<file path="config.mk">
export PLATFORM = sky130hd
export DESIGN_NAME = cam_pix_capture
export DESIGN_NICKNAME = d
export VERILOG_FILES = /design/src/rtl/cam_pix_capture.sv
export SDC_FILE = /design/constraint.sdc
export NUM_CORES = 1
export LEC_CHECK = 0
export CAP_MARGIN = 20
export CELL_PAD_IN_SITES_DETAIL_PLACEMENT = 1
export CELL_PAD_IN_SITES_GLOBAL_PLACEMENT = 1
export CORE_MARGIN = 4
export CORE_UTILIZATION = 43
export DETAILED_ROUTE_END_ITERATION = 6
export PLACE_DENSITY_LB_ADDON = 0.25
export SLEW_MARGIN = 15
export SYNTH_ARGS = -nofsm -noshare
export SYNTH_HDL_FRONTEND = slang
export SYNTH_SLANG_ARGS = --single-unit
</file>
<file path="constraint.sdc">
create_clock -name i_clk -period 4.1 [get_ports i_clk]
set_input_delay 0.82 -clock i_clk [delete_from_list [all_inputs] [get_ports i_clk]]
set_output_delay 0.82 -clock i_clk [all_outputs]
set_load 0.02 [all_outputs]
</file>
<file path="src/rtl/cam_pix_capture.sv">
// Camera pixel capture: pairs bytes from an 8-bit camera bus into RGB
// pixels, optionally decimates, and writes them to a frame buffer.
module cam_pix_capture #(
  parameter int H_RES   = 640,
  parameter int V_RES   = 480,
  parameter int CH_BITS = 3,
  parameter int ADDR_W  = 19
) (
  input  logic                   i_clk,
  input  logic                   i_rst,
  input  logic                   i_arm,
  input  logic [1:0]             i_cfg_decim,
  input  logic                   i_cfg_fmt,
  input  logic                   i_cfg_snap,
  input  logic                   i_vsync,
  input  logic                   i_href,
  input  logic [7:0]             i_pix_byte,
  output logic                   o_pix_wr,
  output logic [ADDR_W-1:0]      o_pix_addr,
  output logic [3*CH_BITS-1:0]   o_pix_data,
  output logic                   o_busy,
  output logic                   o_frame_done,
  output logic [7:0]             o_frame_cnt,
  output logic                   o_ovf
);

  typedef enum logic [1:0] {
    IDLE,
    ARMED,
    CAPTURE,
    FDONE
  } state_t;

  // counters saturate well above the active area so long lines never wrap
  localparam int XW = $clog2(H_RES + 2) + 1;
  localparam int YW = $clog2(V_RES + 2) + 1;

  localparam logic [XW-1:0] H_LIM = XW'(H_RES);
  localparam logic [YW-1:0] V_LIM = YW'(V_RES);

  function automatic logic [ADDR_W-1:0] last_addr(input int d);
    int n;
    n = (H_RES / d) * (V_RES / d) - 1;
    if (n < 0) n = 0;
    return ADDR_W'(n);
  endfunction

  localparam logic [ADDR_W-1:0] AMAX1 = last_addr(1);
  localparam logic [ADDR_W-1:0] AMAX2 = last_addr(2);
  localparam logic [ADDR_W-1:0] AMAX4 = last_addr(4);

  state_t state;
  state_t state_nx;

  logic              vs_q;
  logic              href_q;
  logic              vs_fall;
  logic              vs_rise;
  logic              href_fall;

  logic [1:0]        dec_q;
  logic              fmt_q;
  logic              snap_q;
  logic              cfg_latch;

  logic              phase;
  logic [7:0]        hi_q;
  logic [XW-1:0]     x;
  logic [YW-1:0]     y;
  logic [ADDR_W-1:0] addr;
  logic              full;

  logic              start;
  logic              cap_ok;
  logic              hi_ev;
  logic              pix_ev;
  logic [1:0]        dmask;
  logic [ADDR_W-1:0] amax;
  logic              on_grid;
  logic              in_range;
  logic              do_wr;
  logic              do_ovf;

  logic [7:0]        r8;
  logic [7:0]        g8;
  logic [7:0]        b8;
  logic [3*CH_BITS-1:0] pix;

  assign vs_fall   = vs_q & ~i_vsync;
  assign vs_rise   = ~vs_q & i_vsync;
  assign href_fall = href_q & ~i_href;

  assign start  = (state == ARMED) & vs_fall;
  // a frame ending on this edge swallows any half-received pixel
  assign cap_ok = (state == CAPTURE) & ~vs_rise;
  assign hi_ev  = cap_ok & i_href & ~phase;
  assign pix_ev = cap_ok & i_href & phase;

  assign cfg_latch = ((state == IDLE) & i_arm)
                   | ((state == FDONE) & ~snap_q);

  // decimation mask and last legal address for the latched factor
  always_comb begin
    dmask = 2'b00;
    amax  = AMAX1;
    unique case (dec_q)
      2'b00: begin
        dmask = 2'b00;
        amax  = AMAX1;
      end
      2'b01: begin
        dmask = 2'b01;
        amax  = AMAX2;
      end
      default: begin
        dmask = 2'b11;
        amax  = AMAX4;
      end
    endcase
  end

  assign on_grid  = ((x[1:0] & dmask) == 2'b00)
                  & ((y[1:0] & dmask) == 2'b00);
  assign in_range = (x < H_LIM) & (y < V_LIM);
  assign do_wr    = pix_ev & on_grid & in_range & ~full;
  assign do_ovf   = pix_ev & ~in_range;

  // left-align every channel to 8 bits, then keep the top CH_BITS
  always_comb begin
    r8 = 8'h00;
    g8 = 8'h00;
    b8 = 8'h00;
    if (fmt_q) begin
      r8 = {hi_q[7:3], 3'b000};
      g8 = {hi_q[2:0], i_pix_byte[7:5], 2'b00};
      b8 = {i_pix_byte[4:0], 3'b000};
    end else begin
      r8 = {hi_q[3:0], 4'h0};
      g8 = {i_pix_byte[7:4], 4'h0};
      b8 = {i_pix_byte[3:0], 4'h0};
    end
  end

  assign pix = {r8[7 -: CH_BITS], g8[7 -: CH_BITS], b8[7 -: CH_BITS]};

  // next-state and status outputs
  always_comb begin
    state_nx     = state;
    o_busy       = 1'b1;
    o_frame_done = 1'b0;
    unique case (state)
      IDLE: begin
        o_busy = 1'b0;
        if (i_arm) state_nx = ARMED;
      end
      ARMED: begin
        if (vs_fall) state_nx = CAPTURE;
      end
      CAPTURE: begin
        if (vs_rise) state_nx = FDONE;
      end
      FDONE: begin
        o_frame_done = 1'b1;
        state_nx     = snap_q ? IDLE : ARMED;
      end
      default: begin
        state_nx = IDLE;
      end
    endcase
  end

  // state register
  always_ff @(posedge i_clk or posedge i_rst) begin
    if (i_rst) state <= IDLE;
    else       state <= state_nx;
  end

  // previous vsync/href for edge detection
  always_ff @(posedge i_clk or posedge i_rst) begin
    if (i_rst) begin
      vs_q   <= 1'b0;
      href_q <= 1'b0;
    end else begin
      vs_q   <= i_vsync;
      href_q <= i_href;
    end
  end

  // configuration is frozen for the whole frame
  always_ff @(posedge i_clk or posedge i_rst) begin
    if (i_rst) begin
      dec_q  <= 2'b00;
      fmt_q  <= 1'b0;
      snap_q <= 1'b0;
    end else if (cfg_latch) begin
      dec_q  <= i_cfg_decim;
      fmt_q  <= i_cfg_fmt;
      snap_q <= i_cfg_snap;
    end
  end

  // HI/LO byte phase; an orphan HI byte is dropped when href falls
  always_ff @(posedge i_clk or posedge i_rst) begin
    if (i_rst) begin
      phase <= 1'b0;
      hi_q  <= 8'h00;
    end else begin
      if (cap_ok & i_href) phase <= ~phase;
      else                 phase <= 1'b0;
      if (hi_ev) hi_q <= i_pix_byte;
    end
  end

  // column and row position within the frame
  always_ff @(posedge i_clk or posedge i_rst) begin
    if (i_rst) begin
      x <= '0;
      y <= '0;
    end else if (start) begin
      x <= '0;
      y <= '0;
    end else if (state == CAPTURE) begin
      if (href_fall) begin
        x <= '0;
        if (~&y) y <= y + 1'b1;
      end else if (pix_ev) begin
        if (~&x) x <= x + 1'b1;
      end
    end
  end

  // write address, held at the last legal slot once reached
  always_ff @(posedge i_clk or posedge i_rst) begin
    if (i_rst) begin
      addr <= '0;
      full <= 1'b0;
    end else if (start) begin
      addr <= '0;
      full <= 1'b0;
    end else if (do_wr) begin
      if (addr == amax) full <= 1'b1;
      else              addr <= addr + 1'b1;
    end
  end

  // registered write port toward the frame buffer
  always_ff @(posedge i_clk or posedge i_rst) begin
    if (i_rst) begin
      o_pix_wr   <= 1'b0;
      o_pix_addr <= '0;
      o_pix_data <= '0;
    end else begin
      o_pix_wr <= do_wr;
      if (do_wr) begin
        o_pix_addr <= addr;
        o_pix_data <= pix;
      end
    end
  end

  // sticky overflow flag and completed-frame counter
  always_ff @(posedge i_clk or posedge i_rst) begin
    if (i_rst) begin
      o_ovf       <= 1'b0;
      o_frame_cnt <= 8'h00;
    end else begin
      if (do_ovf) o_ovf <= 1'b1;
      if (state == FDONE) o_frame_cnt <= o_frame_cnt + 8'd1;
    end
  end

endmodule

</file>
==> results of run 1 <==
cells in the final DEF (no fill, tap or decap), types with 3 or more instances in the layout:
cell type        Yosys  final
ha_1                 9      9
nand2_1             97     97
o21ai_0             23     23
mux2i_1             11     11
a21o_1               3      3
nand3_1             23     23
o31ai_1             20     20
buf_4                3      3
nand2b_1             5      5
dfrtp_1             95     95
mux2_2              12     12
clkdlybuf4s50_1      0     56
or4_1               14     14
xor2_1               7      7
o22ai_1              3      3
and2_1               5      5
nor2_1              23     23
nor3_1               3      3
and4_1               5      5
a21oi_1             22     22
xnor2_1              8      8
nand4_1             12     12
and3_1               8      8
inv_1                4      3
a31oi_1              3      3
clkbuf_8             0      9
sequential cells by signal (all words and copies together) (netlist names):
register,flops
y,10
o_ovf,1
vs_q,1
o_pix_wr,1
o_pix_data,9
state,2
phase,1
addr,19
x,11
fmt_q,1
o_frame_cnt,8
full,1
dec_q,2
href_q,1
hi_q,7
o_pix_addr,19
snap_q,1
layout make-up:
| type | instances | area, µm² | share of cell area [%] |
|---|---|---|---|
| repair buffers | 60 | 603.1 | 11.04 |
| multi-input cells | 343 | 2073 | 37.94 |
| clock buffers | 10 | 127.6 | 2.336 |
| well taps | 136 | 170.2 | 3.114 |
| clock inverters | 6 | 92.59 | 1.695 |
| flip-flops and latches | 95 | 2377 | 43.51 |
| inverters | 5 | 20.02 | 0.3664 |
kinds of logic after synthesis:
kind of cell / Yosys count / synth area share [%]
muxes: 23 / 5.347
xor gates and xnor gates: 15 / 2.864
AOI/OAI and AO/OA: 85 / 11.51
buffers and inverters: 29 / 2.973
DFF: 95 / 51.83
and+or+nand+nor: 211 / 23.02
adders and majority gates: 9 / 2.455
worst max-delay path, delay by kind of cell:
kind                   cells  cell delay, ns
AND/OR/NAND/NOR            4            1.50
buffers and inverters      2            0.85
AO/OA/AOI/OAI              1            0.17
how the worst max path moves through the flow:
stage,cells after the start,startpoint,end,slack [ns]
2_1_floorplan,1,i_rst,addr[0],0.80
3_3_place_gp,7,i_vsync,addr[12],0.78
3_5_place_dp,7,i_vsync,addr[11],0.64
4_1_cts,7,i_vsync,addr[11],1.03
5_1_grt,7,i_vsync,addr[7],0.84
6_report,7,i_vsync,addr[11],1.03
per-layer routing:
metal | part of all wire (%) | track usage [%] | vias up
met4 | 1.4 | 6.488 | 0
met1 | 45 | 24.30 | 1870
met3 | 2.3 | 2.675 | 14
met5 | 0 | 0 | -
li1 | - | - | 1760
met2 | 51 | 32.45 | 42
report_power, final:
group	leakage, µW	internal (µW)	switching [µW]
Sequential	0.00128	1090	170
Clock	0.000103	347	346
Combinational	0.00104	375	397
Total	0.00242	1810	913
metrics by stage:
step / area (µm²) / setup WS (ns) / util, % / hold WS [ns] / power (µW)
2_1_floorplan: 4587 / 0.8030 / - / 0.4552 / 1743
3_3_place_gp: 5244 / 0.7788 / 50.57 / 0.4612 / 2015
3_5_place_dp: 5244 / 0.6442 / 50.57 / 0.4648 / 2060
4_1_cts: 5464 / 1.031 / 52.69 / 0.4841 / 2759
5_1_grt: 5464 / 0.8402 / 52.69 / 0.4980 / 2888
6_report: 5464 / 1.033 / 52.69 / 0.4826 / 2728
==> metrics.md, run 1 <==
| Metric | Value |
|---|---|
| Outcome | `finished clean` |
| Min cycle time layout | `3.067 ns` |
| Synth Register Bits | `95` |
| Setup TNS Final | `0 ns` |
| Reg clk slew, reported paths | `0.09 ns` |
| Top_reg_cell synth | `dfrtp_1` |
| Power density over the cells | `499.2 mW/mm²` |
| Critical Path, Cell by Cell | `clkdlybuf4s50_1 > nand2b_1 > and4_1 > nand3_4 > buf_4 > or4_1 > a21oi_1` |
| DR vias | `3,686` |
| Fin. Hold Viols | `0` |
| Final #Nets | `540` |
| DRT Wirelength | `11,350 µm` |
| CORE AREA | `0.01037 mm²` |
| Num ports | `57` |
| Flop-to-flop setup slack | `1.23 ns` |
| Gr usage total | `18.85%` |
| DRT Pass-1 Iters | `4` |
| Post-synth top area share | `51.83%` |
| Clk root buf | `clkbuf_8` |
| Post-synth net total | `493` |
| Synth Warn # | `0` |
| Leak | `0.002422 µW` |
| Number of synthesized flops with an enable pin | `0` |
| WS Path Type | `in2reg` |
| Worst slew margin | `31.34%` |
| Crit path arrival time | `3.36 ns` |
| Synth area leader | `dfrtp_1` |
| Hold depth | `2` |
| Max incr delay on CP | `0.55 ns` |
| Most common cell in the netlist | `nand2_1` |
| Distinct cells, synth | `47` |
| Die height | `111.3 µm` |
| Crit Path Max Fanout | `37` |
| Via-to-Cell Ratio | `5.627` |
| Fraction of registers with async set/reset | `100.0%` |
| CP required | `4.39 ns` |
| Startpoint types | `input port` |
| RePlAce Congestion | `0.7973` |
| DR DRC count | `0` |
| Max clock buf depth | `2` |
| CTS buffer count | `9` |
| # Max-Cap Violations | `0` |
| Layout cells sized above 1 | `6.551%` |
| Row cnt | `37` |
| Area delta synth->final | `19.12%` |
| Post-synthesis sequential area ratio | `51.83%` |
| Detail Route Antenna Nets | `0` |
| CP max-delay cell | `or4_1` |
| Initial DRC count | `140` |
| Initial core utilization | `44.23%` |
| Port Buf Inserts | `56` |
| H-Tree Depth | `3` |
| Die Span X | `111.3 µm` |
| Initial antenna violation count | `0` |
| Gr ovfl total | `0` |
| CP Capture Type | `register` |
| Clock sinks | `95` |
| Largest net degree at the start of global routing | `60` |
| Fmax | `0.3261 GHz` |
| Fill cells | `1,163` |
| Non-filler instance count after layout | `655` |
| DP Cell Count | `639` |
| Hold Path End | `o_pix_addr[0]` |
| Worst r2r src | `state[0]` |
| Cts repair resizes | `0` |
| ANT cells | `0` |
| Commonest cells post-synth | `nand2_1 (97), dfrtp_1 (95), nand3_1 (23), nor2_1 (23), o21ai_0 (23)` |
| Largest cells by area after synthesis | `dfrtp_1 (52%), nand2_1 (7.9%), o31ai_1 (3.3%)` |
| CTS tree | `done` |
| Post-CTS setup buffer count | `0` |
| Worst Tran Pin Value | `1.030 ns` |
| First-pass GRT wire length | `19,390 µm` |
| Unrepaired setup endpoints after global routing | `false` |
| Cts hold-fix bufs | `0` |
| Clock skew | `0.01798 ns` |
| Vias in the first global route | `3,930` |
| Period Utilization, post-route | `74.79%` |
| Later-pin clock latency in the skew report | `0.38 ns` |
| Max VDD drop | `0.3853 mV` |
| Hold_sp | `o_pix_addr[0]` |
| Worst min path class | `reg2reg` |
| Detailed Place HPWL | `8019 µm` |
| Final setup fails | `0` |
| Total die area | `0.01238 mm²` |
| Syn Inst Count | `467` |
| DR WL/cell | `17.33 µm` |
| R2R Path End | `addr[11]` |
| Mean area per synthesized cell | `9.822 µm²` |
| Worst r2r path cells | `7` |
| Post-Synthesis Cell Area | `0.004587 mm²` |
| Pins Over Slew Limit | `0` |
No activity file was read; power rests on OpenSTA's default activity.
==> run 2: changes to the inputs <==
==> constraint.sdc (replaced) <==
create_clock -name i_clk -period 3 [get_ports i_clk]
set_input_delay 0.6 -clock i_clk [delete_from_list [all_inputs] [get_ports i_clk]]
set_output_delay 0.6 -clock i_clk [all_outputs]
set_load 0.02 [all_outputs]
==> run 2 against run 1 <==
Compared with the run above:
- core utilization up 0.45 points
- clock-buffer cell count is the same
- clock skew fell by 0.0040 ns
- power rose by 36%
- sequential share of layout area fell by 0.37 points
- first-iteration DRC count is 39% higher
- sequential power up 38%
- combinational power is 39% higher
- global-route usage increased by 0.72 points
- critical path depth shrank 3
- setup slack worse by 0.51 ns
- final cell count grew 1.2%
- critical endpoint is now o_busy
- largest cell class unchanged
- largest power group unchanged
==> metrics.md, run 2 (same netlist as run 1, synthesis figures left out) <==
| Metric | Value |
|---|---|
| Outcome | `finished clean` |
| ANT cells | `0` |
| Leak | `0.002458 µW` |
| CP max-delay cell | `clkdlybuf4s50_1` |
| Fin. Hold Viols | `0` |
| CP required | `2.40 ns` |
| Die height | `111.3 µm` |
| RePlAce Congestion | `0.8190` |
| Crit path arrival time | `1.88 ns` |
| Clock sinks | `95` |
| Critical Path, Cell by Cell | `inv_1 > ha_1 > inv_1 > clkdlybuf4s50_1` |
| Via-to-Cell Ratio | `5.703` |
| Layout cells sized above 1 | `7.970%` |
| # Max-Cap Violations | `0` |
| Later-pin clock latency in the skew report | `0.37 ns` |
| CP Capture Type | `output pin` |
| Largest net degree at the start of global routing | `96` |
| CTS buffer count | `9` |
| CORE AREA | `0.01037 mm²` |
| Worst slew margin | `34.75%` |
| Finished Cell Area | `0.005510 mm²` |
| Period Utilization, post-route | `82.57%` |
| Worst Tran Pin Value | `0.9788 ns` |
| Crit Path Max Fanout | `5` |
| Power density over the cells | `672.1 mW/mm²` |
| Max incr delay on CP | `0.61 ns` |
| Detail Route Antenna Nets | `0` |
| DR vias | `3,781` |
| WL met1 | `5092 µm` |
| Detailed Place HPWL | `8083 µm` |
| Fmax | `0.4037 GHz` |
| Total die area | `0.01238 mm²` |
| Cts hold-fix bufs | `0` |
| Setup TNS Final | `0 ns` |
| Most used cell, CP | `inv_1` |
| Wire length on met2 | `5962 µm` |
| Initial core utilization | `44.23%` |
| Num ports | `57` |
| Initial antenna violation count | `0` |
| Post-CTS setup buffer count | `0` |
| Clock skew | `0.01396 ns` |
| Final setup fails | `0` |
| Startpoint types | `register` |
| Row cnt | `37` |
| DP Area | `0.005306 mm²` |
| Max clock buf depth | `2` |
| Clk root buf | `clkbuf_8` |
| Commonest non-fill, non-tap cell in the layout | `nand2_1` |
| DRT Wirelength | `11,520 µm` |
| Met3 Wirelength | `295 µm` |
| Final #Nets | `548` |
| Cts repair resizes | `0` |
| Gr ovfl total | `0` |
| Max Used Layer | `met4` |
| Unrepaired setup endpoints after global routing | `false` |
| Leading cell types in the layout, fill and taps excluded | `nand2_1 (97), dfrtp_1 (95), clkdlybuf4s50_1 (56)` |
| DR WL/cell | `17.37 µm` |
| Gr usage total | `19.57%` |
| Die Span X | `111.3 µm` |
| WS Path Type | `reg2out` |
| DR DRC count | `0` |
| Reg clk slew, reported paths | `0.10 ns` |
| Port Buf Inserts | `56` |
| First-pass GRT wire length | `20,130 µm` |
| CTS tree | `done` |
| Area delta synth->final | `20.13%` |
| Worst min path class | `reg2reg` |
| Min cycle time layout | `2.477 ns` |
| Initial DRC count | `194` |
| Top Registers | `addr: 19 flops, o_pix_addr: 19 flops, x: 11 flops` |
| WHS | `0.4676 ns` |
| Vias in the first global route | `4,116` |
| DRT Pass-1 Iters | `4` |
| H-Tree Depth | `3` |
| Pwr Total | `3703 µW` |
| Max VDD drop | `0.5071 mV` |
| Pins Over Slew Limit | `0` |
run 2: cell types whose count changed in the layout (fill, tap and decap cells not counted):
| cell | previous run | this run |
|---|---|---|
| buf_4 | 3 | 11 |
| bufinv_16 | 2 | 1 |
| clkinv_2 | 1 | 0 |
| clkinvlp_4 | 2 | 1 |
| inv_6 | 1 | 3 |
| inv_8 | 0 | 1 |
run 2: stage by stage:
stage	setup WS, ns	utilization, %	cells
3_5_place_dp	0.2254	51.17	647
6_report	0.5228	53.14	663
2_1_floorplan	0.9606	-	467
4_1_cts	0.5082	53.14	663
5_1_grt	0.2590	53.14	663
3_3_place_gp	0.3352	51.17	647
run 2: final timing paths:
check                                     end  slack (ns)      from  cells after the start
max in group asynchronous               phase        1.88     i_rst                      3
worst min-delay path                    o_ovf        0.47     o_ovf                      1
worst max register to register       addr[17]        0.54   addr[0]                      6
min in group asynchronous       o_pix_addr[1]        0.71     i_rst                      3
worst min register to register          o_ovf        0.47     o_ovf                      1
worst max-delay path                   o_busy        0.52  state[0]                      4
run 2: critical path: cells and delay by family (launching register included):
family / cells / cell delay [ns]
adder cells (fa/ha/maj): 1 / 0.24
buffers and inverters: 3 / 0.82
flip-flops: 1 / 0.45
run 2: layout make-up:
class,instances,area [µm²]
fill,1165,4860
sequential,95,2377
multi-input combinational,343,2073
timing repair buffer,68,663.1
tap,136,170.2
clock buffer,10,127.6
clock inverter,6,76.32
inverter,5,22.52
run 2: where the power goes:
group / internal, µW / switching, µW
Clock: 403 / 493
Combinational: 520 / 550
Sequential: 1490 / 243
Total: 2420 / 1290
run 2: layer usage:
metal	vias to the layer above	GRT usage, %
li1	1781	-
met4	0	5.921
met1	1914	24.41
met2	70	34.66
met5	-	0
met3	16	3.275
